## src/rtl/uart_tx_arbiter.sv

```systemverilog
// uart_tx_arbiter
//   Shares one UART transmitter among NREQ byte sources (index 0 = ALU result).
//   Grants are round-robin, one byte per grant. The arbiter captures the byte,
//   pulses the transmitter start and then waits for tx_done before the next grant.
//
// Ports
//   clk, rst    rising-edge clock, asynchronous active-high reset
//   i_req       per-requester request, held with stable data until its o_ack
//   i_data      flattened request bytes, requester k on i_data[k*N +: N]
//   i_tx_done   one-cycle pulse from the UART TX: byte finished
//   o_ack       one-hot, one-cycle pulse: requester's byte captured
//   o_tx        byte presented to the UART TX (holds the last granted byte)
//   o_tx_start  one-cycle pulse: start UART transmission
//   o_busy      high from capture until the transfer ends
//   o_grant     index of the last/current granted requester
//   o_timeout   one-cycle pulse: tx_done never arrived
//
// Configuration macro: TX_TIMEOUT_EN
//   When defined, the WAIT state gives up after TIMEOUT cycles without i_tx_done.
//   When undefined, WAIT holds indefinitely and o_timeout stays 0.
module uart_tx_arbiter #(
  parameter int N       = 8,
  parameter int NREQ    = 3,
  parameter int TIMEOUT = 65535
) (
  input  logic              clk,
  input  logic              rst,
  input  logic [NREQ-1:0]   i_req,
  input  logic [NREQ*N-1:0] i_data,
  input  logic              i_tx_done,
  output logic [NREQ-1:0]   o_ack,
  output logic [N-1:0]      o_tx,
  output logic              o_tx_start,
  output logic              o_busy,
  output logic [2:0]        o_grant,
  output logic              o_timeout
);

  typedef enum logic [1:0] {
    IDLE  = 2'd0,
    START = 2'd1,
    WAIT  = 2'd2
  } state_t;

  state_t          state;
  state_t          state_nxt;
  logic [2:0]      ptr;
  logic [2:0]      ptr_nxt;
  logic [2:0]      ptr_adv;
  logic [2:0]      pick;
  logic [N-1:0]    pick_byte;
  logic            any_req;
  logic            timeout_hit;
  logic [NREQ-1:0] ack_nxt;
  logic [N-1:0]    tx_nxt;
  logic            tx_start_nxt;
  logic            busy_nxt;
  logic [2:0]      grant_nxt;
  logic            timeout_nxt;

  // First set request bit searching upward from base, wrapping at NREQ.
  // The request vector is widened to 8 bits so a 3-bit index always fits.
  function automatic logic [2:0] rr_pick(input logic [NREQ-1:0] req, input logic [2:0] base);
    logic [7:0] req_pad;
    logic [3:0] idx;
    logic [2:0] sel;
    logic       found;
    req_pad = 8'(req);
    sel     = 3'd0;
    found   = 1'b0;
    for (int i = 0; i < NREQ; i++) begin
      idx = {1'b0, base} + 4'(i);
      if (idx >= 4'(NREQ)) begin
        idx = idx - 4'(NREQ);
      end else begin
        idx = idx;
      end
      if (!found && req_pad[idx[2:0]]) begin
        sel   = idx[2:0];
        found = 1'b1;
      end else begin
        sel   = sel;
        found = found;
      end
    end
    return sel;
  endfunction

  // Round-robin selection of the next requester and its byte.
  always_comb begin
    any_req   = |i_req;
    pick      = rr_pick(i_req, ptr);
    pick_byte = {N{1'b0}};
    for (int k = 0; k < NREQ; k++) begin
      if (3'(k) == pick) begin
        pick_byte = i_data[k*N +: N];
      end else begin
        pick_byte = pick_byte;
      end
    end
  end

  // Pointer value after a transfer ends: one past the granted requester.
  always_comb begin
    if (o_grant == 3'(NREQ - 1)) begin
      ptr_adv = 3'd0;
    end else begin
      ptr_adv = o_grant + 3'd1;
    end
  end

`ifdef TX_TIMEOUT_EN
  localparam int CW = $clog2(TIMEOUT + 1);
  logic [CW-1:0] wait_cnt;

  // Cycles spent in WAIT; held at zero outside WAIT so it restarts on every entry.
  always_ff @(posedge clk or posedge rst) begin
    if (rst) begin
      wait_cnt <= {CW{1'b0}};
    end else if (state != WAIT) begin
      wait_cnt <= {CW{1'b0}};
    end else if (!i_tx_done && (wait_cnt != CW'(TIMEOUT - 1))) begin
      wait_cnt <= wait_cnt + {{(CW-1){1'b0}}, 1'b1};
    end else begin
      wait_cnt <= wait_cnt;
    end
  end

  // Expiry fires on the TIMEOUT-th WAIT edge; a tx_done on that same edge wins.
  assign timeout_hit = (state == WAIT) && !i_tx_done && (wait_cnt == CW'(TIMEOUT - 1));
`else
  localparam int unused_timeout = TIMEOUT;
  assign timeout_hit = 1'b0;
`endif

  // FSM state register.
  always_ff @(posedge clk or posedge rst) begin
    if (rst) begin
      state <= IDLE;
    end else begin
      state <= state_nxt;
    end
  end

  // FSM next-state logic.
  always_comb begin
    state_nxt = state;
    case (state)
      IDLE: begin
        if (any_req) begin
          state_nxt = START;
        end else begin
          state_nxt = IDLE;
        end
      end
      START: state_nxt = WAIT;
      WAIT: begin
        if (i_tx_done || timeout_hit) begin
          state_nxt = IDLE;
        end else begin
          state_nxt = WAIT;
        end
      end
      default: state_nxt = IDLE;
    endcase
  end

  // FSM output logic: next values of the registered outputs and the rr pointer.
  always_comb begin
    ack_nxt      = {NREQ{1'b0}};
    tx_nxt       = o_tx;
    tx_start_nxt = 1'b0;
    busy_nxt     = o_busy;
    grant_nxt    = o_grant;
    timeout_nxt  = 1'b0;
    ptr_nxt      = ptr;
    case (state)
      IDLE: begin
        if (any_req) begin
          ack_nxt   = NREQ'(1'b1) << pick;
          tx_nxt    = pick_byte;
          grant_nxt = pick;
          busy_nxt  = 1'b1;
        end else begin
          busy_nxt  = o_busy;
        end
      end
      START: tx_start_nxt = 1'b1;
      WAIT: begin
        if (i_tx_done || timeout_hit) begin
          busy_nxt    = 1'b0;
          ptr_nxt     = ptr_adv;
          timeout_nxt = timeout_hit;
        end else begin
          busy_nxt    = o_busy;
        end
      end
      default: ptr_nxt = ptr;
    endcase
  end

  // Output and pointer registers.
  always_ff @(posedge clk or posedge rst) begin
    if (rst) begin
      o_ack      <= {NREQ{1'b0}};
      o_tx       <= {N{1'b0}};
      o_tx_start <= 1'b0;
      o_busy     <= 1'b0;
      o_grant    <= 3'd0;
      o_timeout  <= 1'b0;
      ptr        <= 3'd0;
    end else begin
      o_ack      <= ack_nxt;
      o_tx       <= tx_nxt;
      o_tx_start <= tx_start_nxt;
      o_busy     <= busy_nxt;
      o_grant    <= grant_nxt;
      o_timeout  <= timeout_nxt;
      ptr        <= ptr_nxt;
    end
  end

endmodule

```

## config.mk

```make
export PLATFORM = sky130hd
export DESIGN_NAME = uart_tx_arbiter
export DESIGN_NICKNAME = d
export VERILOG_FILES = /design/src/rtl/uart_tx_arbiter.sv
export SDC_FILE = /design/constraint.sdc
export NUM_CORES = 1
export LEC_CHECK = 0
export CAP_MARGIN = 25
export CORE_MARGIN = 4
export CORE_UTILIZATION = 40
export CTS_CLUSTER_DIAMETER = 200
export DETAILED_ROUTE_END_ITERATION = 7
export PLACE_DENSITY = 0.7
export SYNTH_ARGS = -nofsm -noshare
export SYNTH_HDL_FRONTEND = slang
export SYNTH_SLANG_ARGS = --single-unit
```

## constraint.sdc

```tcl
create_clock -name clk -period 3.5 [get_ports clk]
set_clock_uncertainty 0.2 [all_clocks]
set_input_delay 0.875 -clock clk [delete_from_list [all_inputs] [get_ports clk]]
set_output_delay 0.875 -clock clk [all_outputs]
set_load 0.1 [all_outputs]
```

=== Word level (Yosys, flattened, before mapping) ===
Cells that the tools add are included.

* Add/subtract/negate cells: 6
* $lt $le $gt $ge: 6
* Equal/unequal tests: 7
* Shift operators: 1
* Mux-type cells: 27
* Reductions and logical operators: 11

{| class="wikitable"
|+ Operators with widths
! kind !! count
|-
| $mux W3 || 9
|-
| $mux W8 || 3
|-
| $lt A3 B4 Y1 const B || 3
|-
| $bmux W1 S3 || 3
|-
| $mux W1 || 9
|-
| $sub A3 B2 Y3 const B || 3
|-
| $ge A4 B2 Y1 const B || 2
|-
| $pmux W2 S3 || 1
|-
| $add A3 B1 Y4 const B || 1
|-
| $add A3 B2 Y4 const B || 1
|-
| $ne A2 B2 Y1 const B || 2
|-
| $reduce_and A2 Y1 || 2
|-
| $add A3 B1 Y3 const B || 1
|-
| $eq A1 B3 Y1 const A || 1
|-
| $eq A2 B3 Y1 const A || 1
|-
| $eq A3 B2 Y1 const B || 1
|-
| $ge A3 B2 Y1 const B || 1
|-
| $logic_not A3 Y1 || 1
|-
| $reduce_and A3 Y1 || 1
|-
| $reduce_or A3 Y1 || 1
|-
| $shl A1 B3 Y3 const A || 1
|-
| $eq A2 B1 Y1 const B || 1
|-
| $eq A2 B2 Y1 const B || 1
|-
| $logic_and A1 B1 Y1 || 2
|-
| other kinds (5) || 6
|}

* Register bits after elaboration: 21
* Input port bits: 30
* Output and inout bits: 17
* Logic and storage cells: 65

=== Logic depth before layout (Yosys ltp) ===
Gate-level depths: netlist (run 1).

* Word-level depth: 15
* Mapped depth: 11
* Mapped depth without buffers: 9

=== Worst setup path after synthesis (run 1) ===
Ideal clock, no wire load.

* Kind: register to register
* Start point: reg ptr[1]
* End point: reg o_tx[7]
* Library setup time: 0.124 ns
* Data arrival time: 2.597 ns
* Data required time: 3.176 ns
* Path slack: 0.579 ns
* Cell stages (with the launch flop): 11
* Buffers on the path: 1
* Clock period less this slack: 2.921 ns
* Path through: dfrtp_1 > ha_1 > ha_1 > or3b_1 > a211oi_2 > a2111oi_2 > nor3_1 > o31ai_2 > buf_6 > and3_2 > a211o_1

* Cells in the longest elaborated chain, start to end: 15
* Elaborated cells on any way between the ends: 32
* Classes of those cells: 5 x add/sub; 3 x order compare; 2 x eq/ne; 17 x mux; 5 x reduce/logical

{| class="wikitable"
|+ Ends and longest elaborated chain
! element !! RTL line !! RTL
|-
| start, declared || 47 || <nowiki>logic [2:0] ptr;</nowiki>
|-
| start signal, assigned || 219 || <nowiki>ptr <= ptr_nxt;</nowiki>
|-
| parallel branches: the longest is 10 deep, another holds $add A3 B1 Y4 || n/a ||
|-
| $mux W3 * || 78 || <nowiki>if (!found && req_pad[idx[2:0]]) begin</nowiki>
|-
| $logic_not A3 Y1 || 95 || <nowiki>if (3'(k) == pick) begin</nowiki>
|-
| $mux W8 (2 in series) || 95 ||
|-
| $mux W8 * || 95 ||
|-
| end signal, assigned || 206 || <nowiki>o_tx <= {N{1'b0}};</nowiki>
|-
| end signal, assigned || 214 || <nowiki>o_tx <= tx_nxt;</nowiki>
|-
| end, declared || 32 || <nowiki>output logic [N-1:0] o_tx,</nowiki>
|}

Every way passes the cells marked *. The select of a mux whose other input is x is not followed.
A chain may end at the register's enable or synchronous reset.

=== Worst setup path in the final report (run 1) ===
* Start point: reg ptr[0]
* End point: reg o_tx[2]

The elaborated chain is that of the path after synthesis.

==> results of run 1 <==
-- sequential cells by signal, indices dropped and copies added, names as in the netlist --
name and flops:
o_ack 3, state 2, o_tx 8, ptr 3, o_tx_start 1, o_busy 1
o_grant 3
-- critical path: stages (launching register included) --
cell and delay (ns):
dfrtp_1 0.49, inv_1 0.21, ha_1 0.46, or3b_2 0.51, o211ai_1 0.14, a2111oi_2 0.08, o311ai_2 0.35, o21ai_2 0.13
nor2_2 0.42, a221oi_2 0.14
-- kinds of logic after synthesis --
logic type | Yosys count | synth area share [%]
AND/OR/NAND/NOR | 57 | 21.3
AO/OA/AOI/OAI | 30 | 19.5
flip-flops | 21 | 34.8
buffers and inverters | 21 | 7.04
multiplexers | 13 | 8.78
adder cells (fa/ha/maj) | 8 | 6.62
XOR/XNOR | 3 | 1.74
other | 1 | 0.248
-- cell usage after synthesis, types with 2 or more instances --
cell type  number  share of area, %
mux2i_1        11               7.3
a211o_1         2               1.2
or2b_2          2               1.2
a21oi_1         3              0.99
dfrtp_1        21                35
o21ai_0         5               1.7
nand3b_1        3               1.5
clkbuf_1        2              0.50
nand3_1         3              0.99
xor2_1          2               1.2
or3_1           2              0.83
nor3b_1         2              0.99
a2111oi_2       2               2.0
and2_1          2              0.83
nor2b_1         3               1.2
ha_1            8               6.6
mux2_2          2               1.5
o31ai_1         3               1.5
inv_1          14               3.5
buf_6           3               2.2
a221oi_2        7               7.0
nor2_1         15               3.7
nor3_1          2              0.66
nand2_1        11               2.7
-- metrics by stage --
stage / std cells / setup WS (ns) / hold WS, ns
global placement: 245 / 0.216 / 0.268
detailed placement: 245 / 0.147 / 0.291
CTS: 249 / 0.206 / 0.302
floorplan: 154 / 0.579 / 0.241
finish: 249 / 0.213 / 0.298
global route: 249 / 0.0294 / 0.333
-- how the worst min path moves through the flow --
stage            endpoint  startpoint  cells after the start
3_5_place_dp   o_tx_start    state[1]                      1
4_1_cts        o_tx_start    state[1]                      1
5_1_grt        o_tx_start    state[1]                      1
6_report       o_tx_start    state[1]                      1
2_1_floorplan  o_tx_start    state[1]                      1
3_3_place_gp       o_busy      o_busy                      2
-- cell type report --
cell class	count	area (um^2)	area share (%)
clock buffers	3	41.3	2.05
well taps	48	60.1	2.99
clock inverters	1	5.00	0.249
multi-input cells	112	880	43.7
repair buffers	50	448	22.3
flip-flops and latches	21	526	26.1
inverters	14	52.6	2.61
-- layer usage --
| layer | up-vias | track usage (%) | share of wire (%) |
|---|---|---|---|
| li1 | 636 | - | - |
| met2 | 60 | 27.0 | 51 |
| met4 | 0 | 5.21 | 1.1 |
| met5 | - | 0 | 0 |
| met1 | 627 | 18.2 | 42 |
| met3 | 4 | 3.19 | 6.2 |
==> results.md, run 1 <==
* Status: completed
* CP required at 3.43 ns
* Area Growth Syn to Fin at 33.1%
* Via count at 1,327
* Overall track demand over capacity in global routing at 15.3%
* First-pass GRT wire length at 6110 um
* Final hold vios at 0
* Sequential fraction of the synthesis area at 34.8%
* Max Root-Sink Buffers at 2
* Num CTS Buffers at 3
* Synth Net Count at 192
* R2r setup slk at 0.21 ns
* Setup crit end kind: register
* Startpoint Class: register
* Clock sinks at 21
* H-tree levels at 1
* Achievable Freq at 0.304 GHz
* Final min period at 3.29 ns
* Count of pins over their slew limit at 0
* Max_cap viols at 0
* Drc violations at 0
* Syn Inst Count at 154
* Post-CTS Setup Repair Bufs at 0
* Drt total wl at 3590 um
* # setup viols final at 0
* CTS tree: built
* DRT Pass-1 Iters at 4
* Initial core utilization at 41.3%
* Number of global-route vias before repair at 1,386
* Most common cell after layout, fill and taps aside: clkdlybuf4s50_1
* FILL cells at 339
* Skew-Pair Late Insertion Delay at 0.26 ns
* Initial drt markers at 54
* Antenna diode count at 0
* Core area at 3660 um^2
* Asr flop ratio synth at 100%
* Netlist Area Pre-Place at 1510 um^2
* R2R Path End: o_tx[2]
* Min-delay worst type: reg2reg
* RSZ-0062 raised after global routing: no
* Tcrit/Tclk final at 93.9%
* Worst slew pin tran at 0.791 ns
* Final-stage net count at 240
* Final Instance Area at 2010 um^2
* Setup TNS at 0 ns
* FF-to-FF path depth at 9
* Initial antenna violation count at 0
* Cell variety after synth at 48
* Syn_area_per_cell at 9.81 um^2
* Overflow after GRT at 0
* Die area at 4830 um^2
* DIE HEIGHT at 69.5 um
* Rel. slew slack at 47.2%
* Num rows at 22
* Top Ports at 47
* Vias per cell at 5.33
* DRT antenna net count at 0
* Placer Congestion at 0.905
* CP Capture Point: o_tx[2]
* Largest net degree at the start of global routing at 22
* Arr. time, crit path at 3.22 ns
* #FFs+latches synth at 21
* Crit path from: ptr[0]
* Port bufs at 45
* Share of cells above drive strength 1 at 24.9%
* Most frequent cells in the layout: clkdlybuf4s50_1 (29), dfrtp_1 (21), buf_4 (21)
* Avg WL per Cell at 14.4 um
* Yosys Warn Count at 0
* Post-CTS Resized at 0
* Placed standard-cell area at 1970 um^2
* EDFF count, synth at 0
* Root buffer cell: clkbuf_8
* Setup CP Type: reg2reg
* Primary FF master, synth: dfrtp_1
* Die Wd at 69.5 um
* Placed wire-length estimate at 2890 um
* Critical path peak fanout at 10
* RR Startpoint: ptr[0]
* # hold bufs at CTS at 0
* Reg clk slew, reported paths at 0.08 ns
* Final Util at 55.0%
Power of run 1 is not shown: default switching activity piles up to over one toggle a cycle in this logic, so the estimate is an artifact.
==> inputs of run 2 (changes only) <==
--- a/config.mk
+++ b/config.mk
@@ -7,10 +7,10 @@
 export LEC_CHECK = 0
 export CAP_MARGIN = 25
 export CORE_MARGIN = 4
-export CORE_UTILIZATION = 40
+export CORE_UTILIZATION = 47
 export CTS_CLUSTER_DIAMETER = 200
 export DETAILED_ROUTE_END_ITERATION = 7
-export PLACE_DENSITY = 0.7
+export PLACE_DENSITY = 0.81
 export SYNTH_ARGS = -nofsm -noshare
 export SYNTH_HDL_FRONTEND = slang
 export SYNTH_SLANG_ARGS = --single-unit
==> results.md, run 2 (synthesis results as in run 1) <==
* Status: completed
* Seq. cell area at 526 um^2
* Port bufs at 45
* Top Ports at 47
* Max incr delay on CP at 0.49 ns
* Worst Min Path Start: state[1]
* Most common cell after layout, fill and taps aside: clkdlybuf4s50_1
* Final Instance Area at 1990 um^2
* Max_cap viols at 0
* Placed wire-length estimate at 2910 um
* H-tree levels at 1
* Clock sinks at 21
* DIE HEIGHT at 64.7 um
* Initial antenna violation count at 0
* Post-CTS Setup Repair Bufs at 0
* Placer Congestion at 0.910
* Number of global-route vias before repair at 1,366
* # setup viols final at 0
* Initial drt markers at 69
* Die Wd at 64.7 um
* Setup crit end kind: register
* # hold bufs at CTS at 0
* Largest net degree at the start of global routing at 22
* CP cell instances: ha_1 -> ha_1 -> or3b_1 -> a211oi_2 -> a2111oi_2 -> o311ai_2 -> o21ai_2 -> and2_1 -> a221oi_2
* Count of pins over their slew limit at 0
* Placement Setup Slack at 0.132 ns
* Via count at 1,307
* RR Startpoint: ptr[1]
* Root buffer cell: clkbuf_4
* Skew-Pair Late Insertion Delay at 0.31 ns
* Worst slew pin tran at 0.767 ns
* Max Root-Sink Buffers at 2
* Rel. slew slack at 48.8%
* Post-CTS Resized at 0
* CP required at 3.52 ns
* Avg WL per Cell at 14.7 um
* Reg clk slew, reported paths at 0.12 ns
* Vias per cell at 5.33
* Final-stage net count at 240
* Critical path peak fanout at 8
* Overflow after GRT at 0
* Tcrit/Tclk final at 91.7%
* Num CTS Buffers at 3
* CP top delay family: compound AO/OA/AOI/OAI gates
* Antenna diode count at 0
* CP max stage cell: dfrtp_1
* Final hold vios at 0
* Register name with the most flops: o_tx
* Core area at 3050 um^2
* Drc violations at 0
* Num rows at 20
* Placed standard-cell area at 1960 um^2
* DRT antenna net count at 0
* CTS tree: built
* Largest register FFs at 8
* Min setup slack post-route at 0.291 ns
* Overall track demand over capacity in global routing at 18.2%
* Drt total wl at 3610 um
* Buffers & Inverters on Critical Path at 0
* RSZ-0062 raised after global routing: no
* Min-delay worst type: reg2reg
* Initial core utilization at 49.5%
* Startpoint Class: register
* Die area at 4190 um^2
* CP most frequent cell: ha_1
* Most frequent cells in the layout: clkdlybuf4s50_1 (29), dfrtp_1 (21), buf_4 (21)
* FILL cells at 265
* Final min period at 3.21 ns
* Arr. time, crit path at 3.23 ns
* Achievable Freq at 0.312 GHz
* Crit path from: ptr[1]
* Share of cells above drive strength 1 at 24.9%
* Setup TNS at 0 ns
* Setup CP Type: reg2reg
* Area of the multi-input gates at 880 um^2
* Area Growth Syn to Fin at 31.5%
* DRT Pass-1 Iters at 4
* First-pass GRT wire length at 5980 um
==> run 2: cell counts in the layout (fill, tap and decap cells not counted) <==
Identical to the previous run, type by type.
==> run 2: per-layer routing <==
| metal | share of wire [%] | track usage, % | vias up | wire [um] |
|---|---|---|---|---|
| li1 | - | - | 637 | - |
| met1 | 44 | 21.8 | 623 | 1580 |
| met2 | 48 | 30.5 | 39 | 1730 |
| met3 | 6.5 | 5.37 | 8 | 235 |
| met4 | 1.7 | 6.60 | 0 | 63 |
| met5 | 0 | 0 | - | 0 |
==> run 2: cell type report <==
class	instances	share of cell area (%)
tap	44	2.77
sequential	21	26.4
clock inverter	1	0.252
clock buffer	3	1.13
timing repair buffer	50	22.5
multi-input combinational	112	44.2
inverter	14	2.64
==> run 2: per-stage QoR <==
stage	hold WS [ns]	cells	util, %
after global routing	0.325	245	65.1
after global placement	0.256	241	64.2
after floorplan	0.241	154	-
after CTS	0.291	245	65.1
after detailed placement	0.275	241	64.2
final	0.291	245	65.1
==> run 2: path summary, 6_finish.rpt <==
kind                       cells past startpoint         end  slack [ns]
max                                            9     o_tx[3]        0.29
min                                            1  o_tx_start        0.29
max reg2reg                                    9     o_tx[3]        0.29
min reg2reg                                    1  o_tx_start        0.29
max in group asynchronous                      2    o_ack[1]        1.81
min in group asynchronous                      2    o_ack[2]        0.80
Power of run 2 is left out for the same reason.
==> inputs of run 3 (changes only) <==
--- a/config.mk
+++ b/config.mk
@@ -6,11 +6,11 @@
 export NUM_CORES = 1
 export LEC_CHECK = 0
 export CAP_MARGIN = 25
-export CORE_MARGIN = 4
 export CORE_UTILIZATION = 47
 export CTS_CLUSTER_DIAMETER = 200
 export DETAILED_ROUTE_END_ITERATION = 7
 export PLACE_DENSITY = 0.81
+export RECOVER_POWER = 100
 export SYNTH_ARGS = -nofsm -noshare
 export SYNTH_HDL_FRONTEND = slang
 export SYNTH_SLANG_ARGS = --single-unit
==> results.md, run 3 (synthesis results as in run 1) <==
* Count of pins over their slew limit at 0
* DRT antenna net count at 0
* Tcrit/Tclk final at 94.4%
* Most frequent cells in the layout: clkdlybuf4s50_1 (26), dfrtp_1 (21), clkbuf_1 (17)
* CTS tree: built
* Final min period at 3.30 ns
* Arr. time, crit path at 3.28 ns
* Placement Setup Slack at 0.121 ns
* Worst slew pin tran at 1.19 ns
* Reg clk slew, reported paths at 0.13 ns
* Initial core utilization at 49.5%
* H-tree levels at 1
* Seq. cell area at 526 um^2
* Vias per cell at 5.36
* Setup TNS at 0 ns
* Antenna diode count at 0
* Critical path peak fanout at 9
* Area Growth Syn to Fin at 27.9%
* Most common cell after layout, fill and taps aside: clkdlybuf4s50_1
* Avg WL per Cell at 13.7 um
* Area of the multi-input gates at 876 um^2
* Setup crit end kind: register
* R2R Path End: o_tx[5]
* DIE HEIGHT at 58.7 um
* Skew-Pair Late Insertion Delay at 0.30 ns
* Drt total wl at 3370 um
* Die area at 3450 um^2
* Register name with the most flops: o_tx
* Max_cap viols at 0
* RSZ-0062 raised after global routing: no
* Min setup slack post-route at 0.197 ns
* Crit path from: ptr[0]
* Rel. slew slack at 21.0%
* FILL cells at 268
* Via count at 1,325
* Overflow after GRT at 0
* Startpoint Class: register
* CP required at 3.48 ns
* Setup CP Type: reg2reg
* Core area at 3050 um^2
* RR Startpoint: ptr[0]
* Share of cells above drive strength 1 at 16.3%
* Max Root-Sink Buffers at 2
* Drc violations at 0
* Post-CTS Setup Repair Bufs at 0
* DRT Pass-1 Iters at 4
* Largest register FFs at 8
* Num rows at 20
* Final-stage net count at 242
* CP Capture Point: o_tx[5]
* Overall track demand over capacity in global routing at 21.5%
* Clock sinks at 21
* Die Wd at 58.7 um
* First-pass GRT wire length at 5710 um
* # hold bufs at CTS at 0
* # setup viols final at 0
* R2r setup slk at 0.20 ns
* Port bufs at 45
* Num CTS Buffers at 3
* Top Ports at 47
* FF-to-FF path depth at 10
* Post-CTS Resized at 0
* Achievable Freq at 0.303 GHz
* Largest net degree at the start of global routing at 22
* Number of global-route vias before repair at 1,266
* Root buffer cell: clkbuf_4
* Placed wire-length estimate at 2750 um
* Initial antenna violation count at 0
* Final hold vios at 0
* Placer Congestion at 0.939
* Status: completed
* Min-delay worst type: reg2reg
* Initial drt markers at 72
run 3: changes by cell type in the layout (fill, tap and decap cells not counted), moves of 3 or more:
| cell | change |
|---|---|
| dlygate4sd3_1 | +3 |
| clkbuf_1 | +17 |
| buf_4 | -16 |
| clkdlybuf4s50_1 | -3 |
run 3: final cells by class:
class | count | area share [%]
Clock buffer | 3 | 1.17
Clock inverter | 1 | 0.259
Inverter | 14 | 2.72
Multi-Input combinational cell | 112 | 45.3
Sequential cell | 21 | 27.2
Tap cell | 44 | 2.85
Timing Repair Buffer | 52 | 20.5
run 3: metrics by stage:
step | instance area [um^2] | hold slack, ns | instances | utilization [%]
after floorplan | 1510 | 0.241 | 154 | -
after global placement | 1980 | 0.256 | 243 | 64.7
after detailed placement | 1980 | 0.269 | 243 | 64.7
after CTS | 2000 | 0.304 | 247 | 65.6
after global routing | 1930 | 0.327 | 247 | 63.3
final | 1930 | 0.299 | 247 | 63.3
run 3: per-layer routing:
metal  track usage, %  part of all wire (%)  vias to the layer above
li1                 -                     -                      645
met1             28.1                    44                      636
met2             36.8                    50                       42
met3             4.40                   5.1                        2
met4             4.76                  0.50                        0
met5                0                     0                        -
run 3: worst min-delay path by stage:
stage	start	end	slack [ns]	depth (start not counted)
after global placement	state[1]	o_tx_start	0.26	1
after floorplan	state[1]	o_tx_start	0.24	1
after global routing	o_busy	o_busy	0.33	2
final	state[1]	o_tx_start	0.30	1
after CTS	o_busy	o_busy	0.30	2
after detailed placement	o_busy	o_busy	0.27	2
run 3: worst max-delay path, cell delays in order, from the launching register on:
cell       delay [ns]
dfrtp_1          0.51
ha_1             0.27
ha_1             0.41
or3b_1           0.39
a211oi_2         0.26
a2111oi_2        0.09
o311ai_2         0.30
o21ai_2          0.12
nor2_1           0.27
clkbuf_2         0.29
a221oi_2         0.10
Power of run 3 is left out for the same reason.
